===== config.mk =====
export PLATFORM = sky130hd
export DESIGN_NAME = cd40147_bcd_decoder_seq
export DESIGN_NICKNAME = d
export VERILOG_FILES = /design/src/rtl/cd40147_bcd_decoder_seq.sv
export SDC_FILE = /design/constraint.sdc
export NUM_CORES = 1
export LEC_CHECK = 0
export BUFFER_PORTS_ARGS = -buffer_cell sky130_fd_sc_hd__clkbuf_2
export CORE_MARGIN = 4
export CORE_UTILIZATION = 47
export DETAILED_ROUTE_END_ITERATION = 12
export PLACE_DENSITY = 0.76
export SYNTH_ARGS = -nofsm -noshare
export SYNTH_HDL_FRONTEND = slang
export SYNTH_SLANG_ARGS = --single-unit

===== constraint.sdc =====
create_clock -name clk -period 2.17 [get_ports clk]
set_input_delay 0.434 -clock clk [delete_from_list [all_inputs] [get_ports clk]]
set_output_delay 0.434 -clock clk [all_outputs]
set_load 0.02 [all_outputs]

===== src/rtl/cd40147_bcd_decoder_seq.sv =====
// Sequential BCD-to-decimal line driver: each accepted digit becomes a timed one-hot strobe,
// followed by an all-low gap. Unused codes 1010..1110 are flagged and counted.
module cd40147_bcd_decoder_seq #(
    parameter int unsigned PULSE_CYCLES = 4,
    parameter int unsigned GAP_CYCLES   = 2,
    parameter int unsigned ERR_W        = 8
) (
    input  logic             clk,
    input  logic             rst,
    input  logic             in_valid,
    input  logic [3:0]       in_bcd,
    output logic             in_ready,
    output logic [9:0]       o,
    output logic             busy,
    output logic [3:0]       last_digit,
    output logic             err,
    output logic [ERR_W-1:0] err_count,
    input  logic             clr_err
);

    localparam int unsigned MaxPg  = (PULSE_CYCLES > GAP_CYCLES) ? PULSE_CYCLES : GAP_CYCLES;
    localparam int unsigned MaxCnt = (MaxPg > 2) ? MaxPg : 2;
    localparam int unsigned CntW   = $clog2(MaxCnt);
    localparam int unsigned GapLd  = (GAP_CYCLES > 0) ? GAP_CYCLES - 1 : 0;

    localparam logic [CntW-1:0]  PulseLoad = CntW'(PULSE_CYCLES - 1);
    localparam logic [CntW-1:0]  GapLoad   = CntW'(GapLd);
    localparam logic [ERR_W-1:0] ErrMax    = {ERR_W{1'b1}};

    typedef enum logic [1:0] {StIdle, StDrive, StGap} state_e;

    state_e           state_q, state_d;
    logic [CntW-1:0]  cnt_q, cnt_d;
    logic [9:0]       o_q, o_d;
    logic             busy_q, busy_d;
    logic [3:0]       last_q, last_d;
    logic             err_q, err_d;
    logic [ERR_W-1:0] errc_q, errc_d, errc_base;

    logic accept, digit_acc, bad_acc;

    assign in_ready  = (state_q == StIdle);
    assign accept    = in_valid && in_ready;
    assign digit_acc = accept && (in_bcd <= 4'd9);
    // 1111 is the encoder's "no line" code and is swallowed silently
    assign bad_acc   = accept && (in_bcd >= 4'd10) && (in_bcd != 4'hF);

    always_ff @(posedge clk or posedge rst) begin
        if (rst) begin
            state_q <= StIdle;
            cnt_q   <= '0;
            o_q     <= '0;
            busy_q  <= 1'b0;
            last_q  <= '0;
            err_q   <= 1'b0;
            errc_q  <= '0;
        end else begin
            state_q <= state_d;
            cnt_q   <= cnt_d;
            o_q     <= o_d;
            busy_q  <= busy_d;
            last_q  <= last_d;
            err_q   <= err_d;
            errc_q  <= errc_d;
        end
    end

    always_comb begin
        state_d = state_q;
        cnt_d   = cnt_q;
        unique case (state_q)
            StIdle: begin
                if (digit_acc) begin
                    state_d = StDrive;
                    cnt_d   = PulseLoad;
                end
            end
            StDrive: begin
                if (cnt_q != '0) begin
                    cnt_d = cnt_q - CntW'(1);
                end else if (GAP_CYCLES > 0) begin
                    state_d = StGap;
                    cnt_d   = GapLoad;
                end else begin
                    state_d = StIdle;
                end
            end
            StGap: begin
                if (cnt_q != '0) begin
                    cnt_d = cnt_q - CntW'(1);
                end else begin
                    state_d = StIdle;
                end
            end
            default: state_d = StIdle;
        endcase
    end

    always_comb begin
        o_d    = o_q;
        last_d = last_q;
        err_d  = bad_acc;
        busy_d = (state_d != StIdle);
        if (digit_acc) begin
            o_d    = 10'd1 << in_bcd;
            last_d = in_bcd;
        end else if (state_q == StDrive && cnt_q == '0) begin
            o_d = '0;
        end
        // Clear takes effect first, so a same-cycle error lands on a fresh count
        errc_base = clr_err ? '0 : errc_q;
        if (bad_acc && errc_base != ErrMax) begin
            errc_d = errc_base + ERR_W'(1);
        end else begin
            errc_d = errc_base;
        end
    end

    assign o          = o_q;
    assign busy       = busy_q;
    assign last_digit = last_q;
    assign err        = err_q;
    assign err_count  = errc_q;

endmodule

# [Word level (Yosys, flattened, before mapping)]
# Cells that the tools add are included.
[word_totals] reg_bits=28 inputBits=8 output_inout_bits=25
[classes] addsub=2 order_cmp=2 eq_ne=6 shift=1 mux=12 n_reduce_logical=13
[op_table] op="2-to-1 mux 10 bit" count=2
[op_table] op="2-to-1 mux 8 bit" count=2
[op_table] op="2-to-1 mux 2 bit" count=6
[op_table] op="case mux 2 bit (3 select lines)" count=2
[op_table] op="left shift 1 x 4 -> 10 bit, first input constant" count=1
[op_table] op="adder 8 x 1 -> 8 bit, second input constant" count=1
[op_table] op="inequality test 8 bit, second input constant" count=1
[op_table] op="logical AND 1 bit" count=6
[op_table] op="nonzero test 2 bit" count=3
[op_table] op=">= comparator 4 bit, second input constant" count=1
[op_table] op="<= comparator 4 bit, second input constant" count=1
[op_table] op="zero test 2 bit" count=2
[op_table] op="inequality test 4 bit, second input constant" count=1
[op_table] op="AND reduction 3 bit" count=1
[op_table] op="nonzero test 3 bit" count=1
[op_table] op="== test 2 x 1 -> 1 bit, second input constant" count=1
[op_table] op="== test 2 bit, second input constant" count=1
[op_table] op="inequality test 2 x 1 -> 1 bit, second input constant" count=1
[op_table] op="inequality test 2 bit, second input constant" count=1
[op_table] op="subtractor 2 x 1 -> 2 bit, second input constant" count=1

# [Depth between registers and ports, before layout]
# Gate-level depths: netlist of run 1.
[depth] ltp_word=6 depth_mapped=8 depth_no_buf=6

# [Least setup slack after synthesis of run 1]
# No wires, ideal clock.
[synth_path] path_kind="reg-to-reg" from="register state_q[0]" to="register errc_q[6] (netlist: err_count[6])" arrival_ns=2.046 slack_ns=0.047 stages_incl_launch_ff=8 period_less_slack_ns=2.123 cell_sequence="dfrtp_1 inv_1 ha_1 nand2_1 a311o_1 buf_6 or4_1 a21oi_1"
[synth_via] elab_chain_len=6
[synth_rtl] item="start, declared" line="32" source="state_e state_q, state_d;"
[synth_rtl] item="start signal, assigned" line="50" source="state_q <= StIdle;"
[synth_rtl] item="start signal, assigned" line="58" source="state_q <= state_d;"
[synth_rtl] item="zero test 2 bit" line="42" source="assign in_ready = (state_q == StIdle);"
[synth_rtl] item="net in_ready" line="12" source="output logic in_ready,"
[synth_rtl] item="logical AND 1 bit" line="43" source="assign accept = in_valid && in_ready;"
[synth_rtl] item="logical AND 1 bit (2 in a row)" line="46" source="assign bad_acc = accept && (in_bcd >= 4'd10) && (in_bcd != 4'hF);"
[synth_rtl] item="logical AND 1 bit" line="112" source="if (bad_acc && errc_base != ErrMax) begin"
[synth_rtl] item="2-to-1 mux 8 bit" line="112"
[synth_rtl] item="net errc_d[6]" line="38" source="logic [ERR_W-1:0] errc_q, errc_d, errc_base;"
[synth_rtl] item="end signal, assigned" line="64" source="errc_q <= errc_d;"
[synth_rtl] item="end, declared" line="38"
# The timed path passes the listed nets, and every way through them passes these cells.
# A chain may end at the register's enable or synchronous reset.

# [Worst setup path in the final report of run 1]
[layout_path] from="register errc_q[1] (netlist: err_count[1])" to="register errc_q[4] (netlist: err_count[4])"
[layout_via] elab_chain_len=4 word_cells_on_any_way=5
[layout_rtl] item="2-to-1 mux 8 bit (*)" line="111" source="errc_base = clr_err ? '0 : errc_q;"
[layout_rtl] item="branches (longest 2 deep; another with adder 8 x 1 -> 8 bit)"
[layout_rtl] item="2-to-1 mux 8 bit (*)" line="112"
[layout_rtl] item="net errc_d[4]" line="38"
# Mark *: on every way through the listed nets, which the timed path passes.

==> impl_metrics.json, run 1 <==
{
  "std_cell_rows": 19,
  "io_buffers": 32,
  "critPathMaxFanout": 11,
  "initial_core_util_pct": 49.6,
  "routedWlPerCell_um": 15.5,
  "core_area_um2": 2780,
  "vias": 1140,
  "fin_crit_sh_pct": 92.7,
  "fin_util_pct": 58.4,
  "synth-simple-area-share_pct": 15.0,
  "dp_hpwl_um": 2310,
  "power_density_nw_per_um2": 1100,
  "worstSetupPathType": "reg -> reg",
  "worst_setup_path_start_kind": "register",
  "syn_to_final_growth_pct": 17.7,
  "skew_ns": 0.000911,
  "die_area_um2": 3870,
  "cts.repair.resized": 0,
  "grt-ovfl-total": 0,
  "clk_latency_ns": 0.33,
  "drt_pass1_iterations": 4,
  "synth_cells": 130,
  "placed_area_um2": 1580,
  "final_area_um2": 1620,
  "wl_um": 3050,
  "synth-xor-area-share_pct": 1.27,
  "die_x_um": 62.2,
  "cts_htree_levels": 1,
  "hold_ws_ns": 0.109,
  "ctsHoldBuffers": 0,
  "cts_root_buffer": "clkbuf_4",
  "fin_nets": 182,
  "ys.flop_type": "dfrtp_1",
  "cp_slowest_stage_delay_ns": 0.50,
  "synth_mux_area_share_pct": 1.63,
  "die_y_um": 62.2,
  "end_kind": "register",
  "fmax_mhz": 497,
  "p_leak_nw": 0.841,
  "critPathBufInv": 0,
  "synth_edf_count": 0,
  "netlist_area_um2": 1380,
  "synth_top_area_cell": "dfrtp_1",
  "fillers": 241,
  "min_period_ns": 2.01,
  "routabilityCongestion": 0.867,
  "rsz0062_at_grt": "false",
  "mostFrequentLayoutCell": "clkbuf_2",
  "worstHoldPathType": "in -> async",
  "clk_path_buf_depth": 2,
  "post_synth.cell_area_avg_um2": 10.6,
  "antenna_left": 0,
  "synth.area.top_cells": "dfrtp_1 51%, ha_1 6.3%, a21oi_1 4.0%",
  "grt_max_degree": 29,
  "track_usage_pct": 17.5,
  "via_per_inst": 5.79,
  "synth-compound-area-share_pct": 20.4,
  "syn_nets": 145,
  "crit_family": "simple AND/OR/NAND/NOR gates",
  "ys_seq_area_share_pct": 50.8,
  "drv_slew": 0,
  "post_cts_buffers": 0,
  "first_global_vias": 1229,
  "drtIter0Drc": 55,
  "ir_worst_vdd_uv": 806,
  "layout-drive-gt1-share_pct": 29.5,
  "path_cells": "nor2b_1 -> ha_1 -> and3b_1 -> and3_2 -> or4_1 -> a21oi_1",
  "synth-adder-area-share_pct": 6.35,
  "status": "finished clean",
  "diodes": 0,
  "critPathRequiredTime_ns": 2.44,
  "rrSetupSlack_ns": 0.16,
  "synth.top_cell.area_share_pct": 50.8,
  "synthArstFlopShare_pct": 100,
  "boundaryPins": 33,
  "ff_latch_area_um2": 702,
  "worst_pin_slew_ns": 0.742,
  "synth-seq-cells": 28,
  "drc_errors": 0,
  "setup_tns_ns": 0,
  "maxCapViolations": 0,
  "antenna_found_initial": 0,
  "layout_common_cells": "32 x clkbuf_2, 27 x dfrtp_1, 11 x a21oi_1, 10 x inv_1, 9 x nand2_1",
  "setup_viol": 0,
  "arrival_ns": 2.28,
  "cts_tree": "done",
  "multi_input_area_um2": 619,
  "synth_warnings": 0,
  "finalHoldViolCount": 0,
  "synth_top_family_by_area": "compound AO/OA/AOI/OAI gates",
  "clock_sinks": 28,
  "slew_headroom_pct": 50.4,
  "ys_types": 40,
  "cp_slowest_cell": "or4_1",
  "cts.clk_slew.worst_paths_ns": 0.14,
  "cts_made_buffers": 3,
  "grt_pass1_wl_um": 5580
}
[per-stage QoR]
step	power, mW	cells	worst slack, ns
after floorplan	1.28	130	0.0470
after global placement	1.49	193	0.210
after detailed placement	1.55	193	0.113
after CTS	1.80	197	0.0899
after global routing	1.94	197	0.0267
final	1.79	197	0.158
[cell families after synthesis]
logic type | Yosys count
AO/OA/AOI/OAI | 40
AND/OR/NAND/NOR | 37
flip-flops | 28
buffers and inverters | 14
adder cells (fa/ha/maj) | 7
XOR/XNOR | 2
multiplexers | 2
[flip-flops by register name, summed over array words and instances (netlist names)]
register / count
o: 10
err_count: 8
last_digit: 4
cnt_q: 2
state_q: 2
busy: 1
err: 1
[where the power goes]
group	switching, mW	internal [mW]	leakage [nW]	total, mW
registers	0.0899	0.652	0.368	0.742
logic	0.483	0.308	0.452	0.791
clock network	0.151	0.103	0.0210	0.254
total	0.724	1.06	0.841	1.79
[worst paths after layout]
check | startpoint | end | cells after the start
hold / removal | rst | cnt_q[1]$_DFFE_PP0P_ | 3
hold reg to reg | o[5]$_DFFE_PP0P_ | o[5]$_DFFE_PP0P_ | 1
setup reg to reg | err_count[1]$_DFF_PP0_ | err_count[4]$_DFF_PP0_ | 6
min in group clk | in_bcd[0] | o[2]$_DFFE_PP0P_ | 2
setup / recovery | err_count[1]$_DFF_PP0_ | err_count[4]$_DFF_PP0_ | 6
max in group asynchronous | rst | err_count[1]$_DFF_PP0_ | 3
[per-layer routing]
metal  global-route usage (%)  vias to the layer above  routed length [µm]
met5                        0                        -                   0
met4                     8.40                        0                  74
met3                     3.24                        9                  96
met2                     28.1                       23                1490
met1                     22.5                      558                1390
li1                         -                      550                   -
[synth_stat cells, drive strengths merged, types with 2 or more instances]
| library cell | n |
|---|---|
| dfrtp | 28 |
| a21oi | 11 |
| inv | 10 |
| nand2 | 9 |
| ha | 7 |
| o2bb2ai | 6 |
| nor3 | 5 |
| a21o | 4 |
| nand3 | 4 |
| o21ai | 4 |
| o31ai | 4 |
| or4 | 4 |
| a31oi | 3 |
| buf | 3 |
| and3 | 2 |
| mux2 | 2 |
| nor2 | 2 |
| nor2b | 2 |
[final cells by class]
type	count	area share (%)
sequential	28	43.2
multi-input combinational	88	38.1
timing repair buffer	36	11.7
tap	31	2.39
inverter	10	2.31
clock buffer	4	2.23
[worst register-to-register path, delay by kind of cell, from the launching register on]
| kind | cells | cell delay [ns] |
|---|---|---|
| and+or+nand+nor | 4 | 1.11 |
| DFF | 1 | 0.47 |
| adders and majority gates | 1 | 0.23 |
| AOI/OAI and AO/OA | 1 | 0.15 |
Power figures use the tool's default switching activity.
==> run 2: changes to the inputs <==
==> constraint.sdc (replaced) <==
create_clock -name clk -period 2.17 [get_ports clk]
set_input_delay 0 -clock clk [delete_from_list [all_inputs] [get_ports clk]]
set_output_delay 0 -clock clk [all_outputs]
set_load 0.02 [all_outputs]
==> impl_metrics.json, run 2 (synthesized netlist as in run 1, its figures left out) <==
{
  "hold_depth": 3,
  "top_usage_layer": "met2",
  "slew_headroom_pct": 52.0,
  "die_x_um": 62.2,
  "swShare_pct": 38.4,
  "grt-ovfl-total": 0,
  "critPathCapture": "err_count[4]$_DFF_PP0_",
  "die_y_um": 62.2,
  "maxCapViolations": 0,
  "grt_max_degree": 29,
  "vias": 1129,
  "ir_worst_vdd_uv": 842,
  "io_buffers": 32,
  "use_met2_pct": 26.7,
  "routedWlPerCell_um": 14.5,
  "cts_htree_levels": 1,
  "setup_tns_ns": 0,
  "clock_sinks": 28,
  "min_period_ns": 2.05,
  "clk_latency_ns": 0.34,
  "power_switching_uw": 720,
  "worstHoldPathType": "in -> reg",
  "worst_setup_path_start_kind": "register",
  "fin_crit_sh_pct": 94.3,
  "rrSetupSlack_ns": 0.12,
  "fin_nets": 186,
  "met1_usage_pct": 19.5,
  "drc_errors": 0,
  "final_area_um2": 1680,
  "r2r_cells": 6,
  "drt_pass1_iterations": 4,
  "critPathMaxFanout": 13,
  "core_area_um2": 2780,
  "path_cells": "inv_1 -> ha_1 -> nand2_1 -> a311o_2 -> or4_1 -> a21oi_1",
  "finalHoldViolCount": 0,
  "syn_to_final_growth_pct": 21.8,
  "fin_util_pct": 60.4,
  "grt_pass1_wl_um": 5020,
  "critPathRequiredTime_ns": 2.44,
  "use_met3_pct": 2.34,
  "largest_reg_flops": 10,
  "power_mw": 1.87,
  "internal_power_mw": 1.15,
  "cp_slowest_stage_delay_ns": 0.53,
  "cts_root_buffer": "clkbuf_4",
  "status": "finished clean",
  "cp_slowest_cell": "or4_1",
  "mostFrequentLayoutCell": "clkbuf_2",
  "diodes": 0,
  "drtIter0Drc": 54,
  "rsz0062_at_grt": "false",
  "via_per_inst": 5.62,
  "routabilityCongestion": 0.792,
  "stdcell_count": 201,
  "setup_viol": 0,
  "pwr-share-seq_pct": 39.6,
  "antenna_left": 0,
  "drv_slew": 0,
  "wl_um": 2920,
  "power.share.clock_pct": 18.4,
  "std_cell_rows": 19,
  "track_usage_pct": 16.0,
  "clk_path_buf_depth": 2,
  "cts_made_buffers": 3,
  "die_area_um2": 3870,
  "p_leak_nw": 0.866,
  "layout_common_cells": "32 x clkbuf_2, 28 x dfrtp_1, 11 x a21oi_1, 10 x inv_1, 9 x nand2_1",
  "cts_tree": "done",
  "power_density_nw_per_um2": 1110,
  "layout-drive-gt1-share_pct": 27.1,
  "placed_area_um2": 1580,
  "worst_pin_slew_ns": 0.719,
  "first_global_vias": 1120,
  "end_kind": "register",
  "placedCellCount": 192,
  "skew_ns": 0.0133,
  "worstSetupPathType": "reg -> reg",
  "initial_core_util_pct": 49.6,
  "cts.clk_slew.worst_paths_ns": 0.16,
  "cp-startpoint": "state_q[1]$_DFF_PP0_",
  "combPwrFrac_pct": 41.9,
  "dp_hpwl_um": 2090,
  "reg2reg_from": "state_q[1]$_DFF_PP0_",
  "fmax_mhz": 489,
  "timing.rr.end": "err_count[4]$_DFF_PP0_",
  "antenna_found_initial": 0,
  "boundaryPins": 33,
  "arrival_ns": 2.32
}
run 2: cell count changes in the layout (fill, tap and decap cells not counted), sizes merged:
| cell | previous run | this run |
|---|---|---|
| buf | 4 | 3 |
| clkbuf | 36 | 35 |
| bufinv | 0 | 1 |
| dlygate4sd3 | 0 | 5 |
run 2: power groups by stage:
stage / clock network (mW) / registers [mW] / logic (mW)
final: 0.345 / 0.743 / 0.785
after global routing: 0.380 / 0.763 / 0.867
after CTS: 0.358 / 0.742 / 0.788
after detailed placement: 0 / 0.753 / 0.775
after global placement: 0 / 0.742 / 0.748
after floorplan: 0 / 0.856 / 0.423
run 2: layout make-up:
| type | count | area, µm² |
|---|---|---|
| Clock buffer | 3 | 22.5 |
| Clock inverter | 1 | 30.0 |
| Fill cell | 223 | 1100 |
| Timing Repair Buffer | 40 | 233 |
| Sequential cell | 28 | 701 |
| Inverter | 10 | 37.5 |
| Tap cell | 31 | 38.8 |
| Multi-Input combinational cell | 88 | 618 |
run 2: timing repair:
action | 4_1_cts | 5_1_grt
endpoints found under the setup margin | 0 | 4
hold buffers | 5 | 0
endpoints found under the hold margin | 39 | 0
buffers inserted | 0 | 0
gates resized for setup | 0 | 1
run 2: worst max-delay path: cells and delay by family, from the launching register on:
| kind | cells | cell delay (ns) |
|---|---|---|
| AOI/OAI and AO/OA | 2 | 0.63 |
| and+or+nand+nor | 2 | 0.62 |
| DFF | 1 | 0.46 |
| adders and majority gates | 1 | 0.17 |
| buffers and inverters | 1 | 0.10 |
run 2: worst min path at each step:
stage	start	to	slack (ns)
detailed placement	rst	cnt_q[1]$_DFFE_PP0P_	0.06
floorplan	rst	busy$_DFF_PP0_	0.07
finish	in_bcd[2]	o[3]$_DFFE_PP0P_	0.02
CTS	in_bcd[2]	o[3]$_DFFE_PP0P_	0.007
global placement	rst	err$_DFF_PP0_	0.06
global route	in_bcd[2]	o[3]$_DFFE_PP0P_	0.01
run 2: routing by layer:
| metal | up-vias | part of all wire [%] | routed length [µm] |
|---|---|---|---|
| li1 | 556 | - | - |
| met1 | 542 | 46 | 1340 |
| met2 | 26 | 49 | 1430 |
| met3 | 5 | 3.1 | 92 |
| met4 | 0 | 2.2 | 63 |
| met5 | - | 0 | 0 |
run 2: metrics by stage:
stage / setup WS, ns / hold slack, ns
3_3_place_gp: 0.221 / 0.0575
3_5_place_dp: 0.145 / 0.0634
2_1_floorplan: 0.0470 / 0.0654
6_report: 0.124 / 0.0194
5_1_grt: 0.0135 / 0.0140
4_1_cts: 0.114 / 0.00726
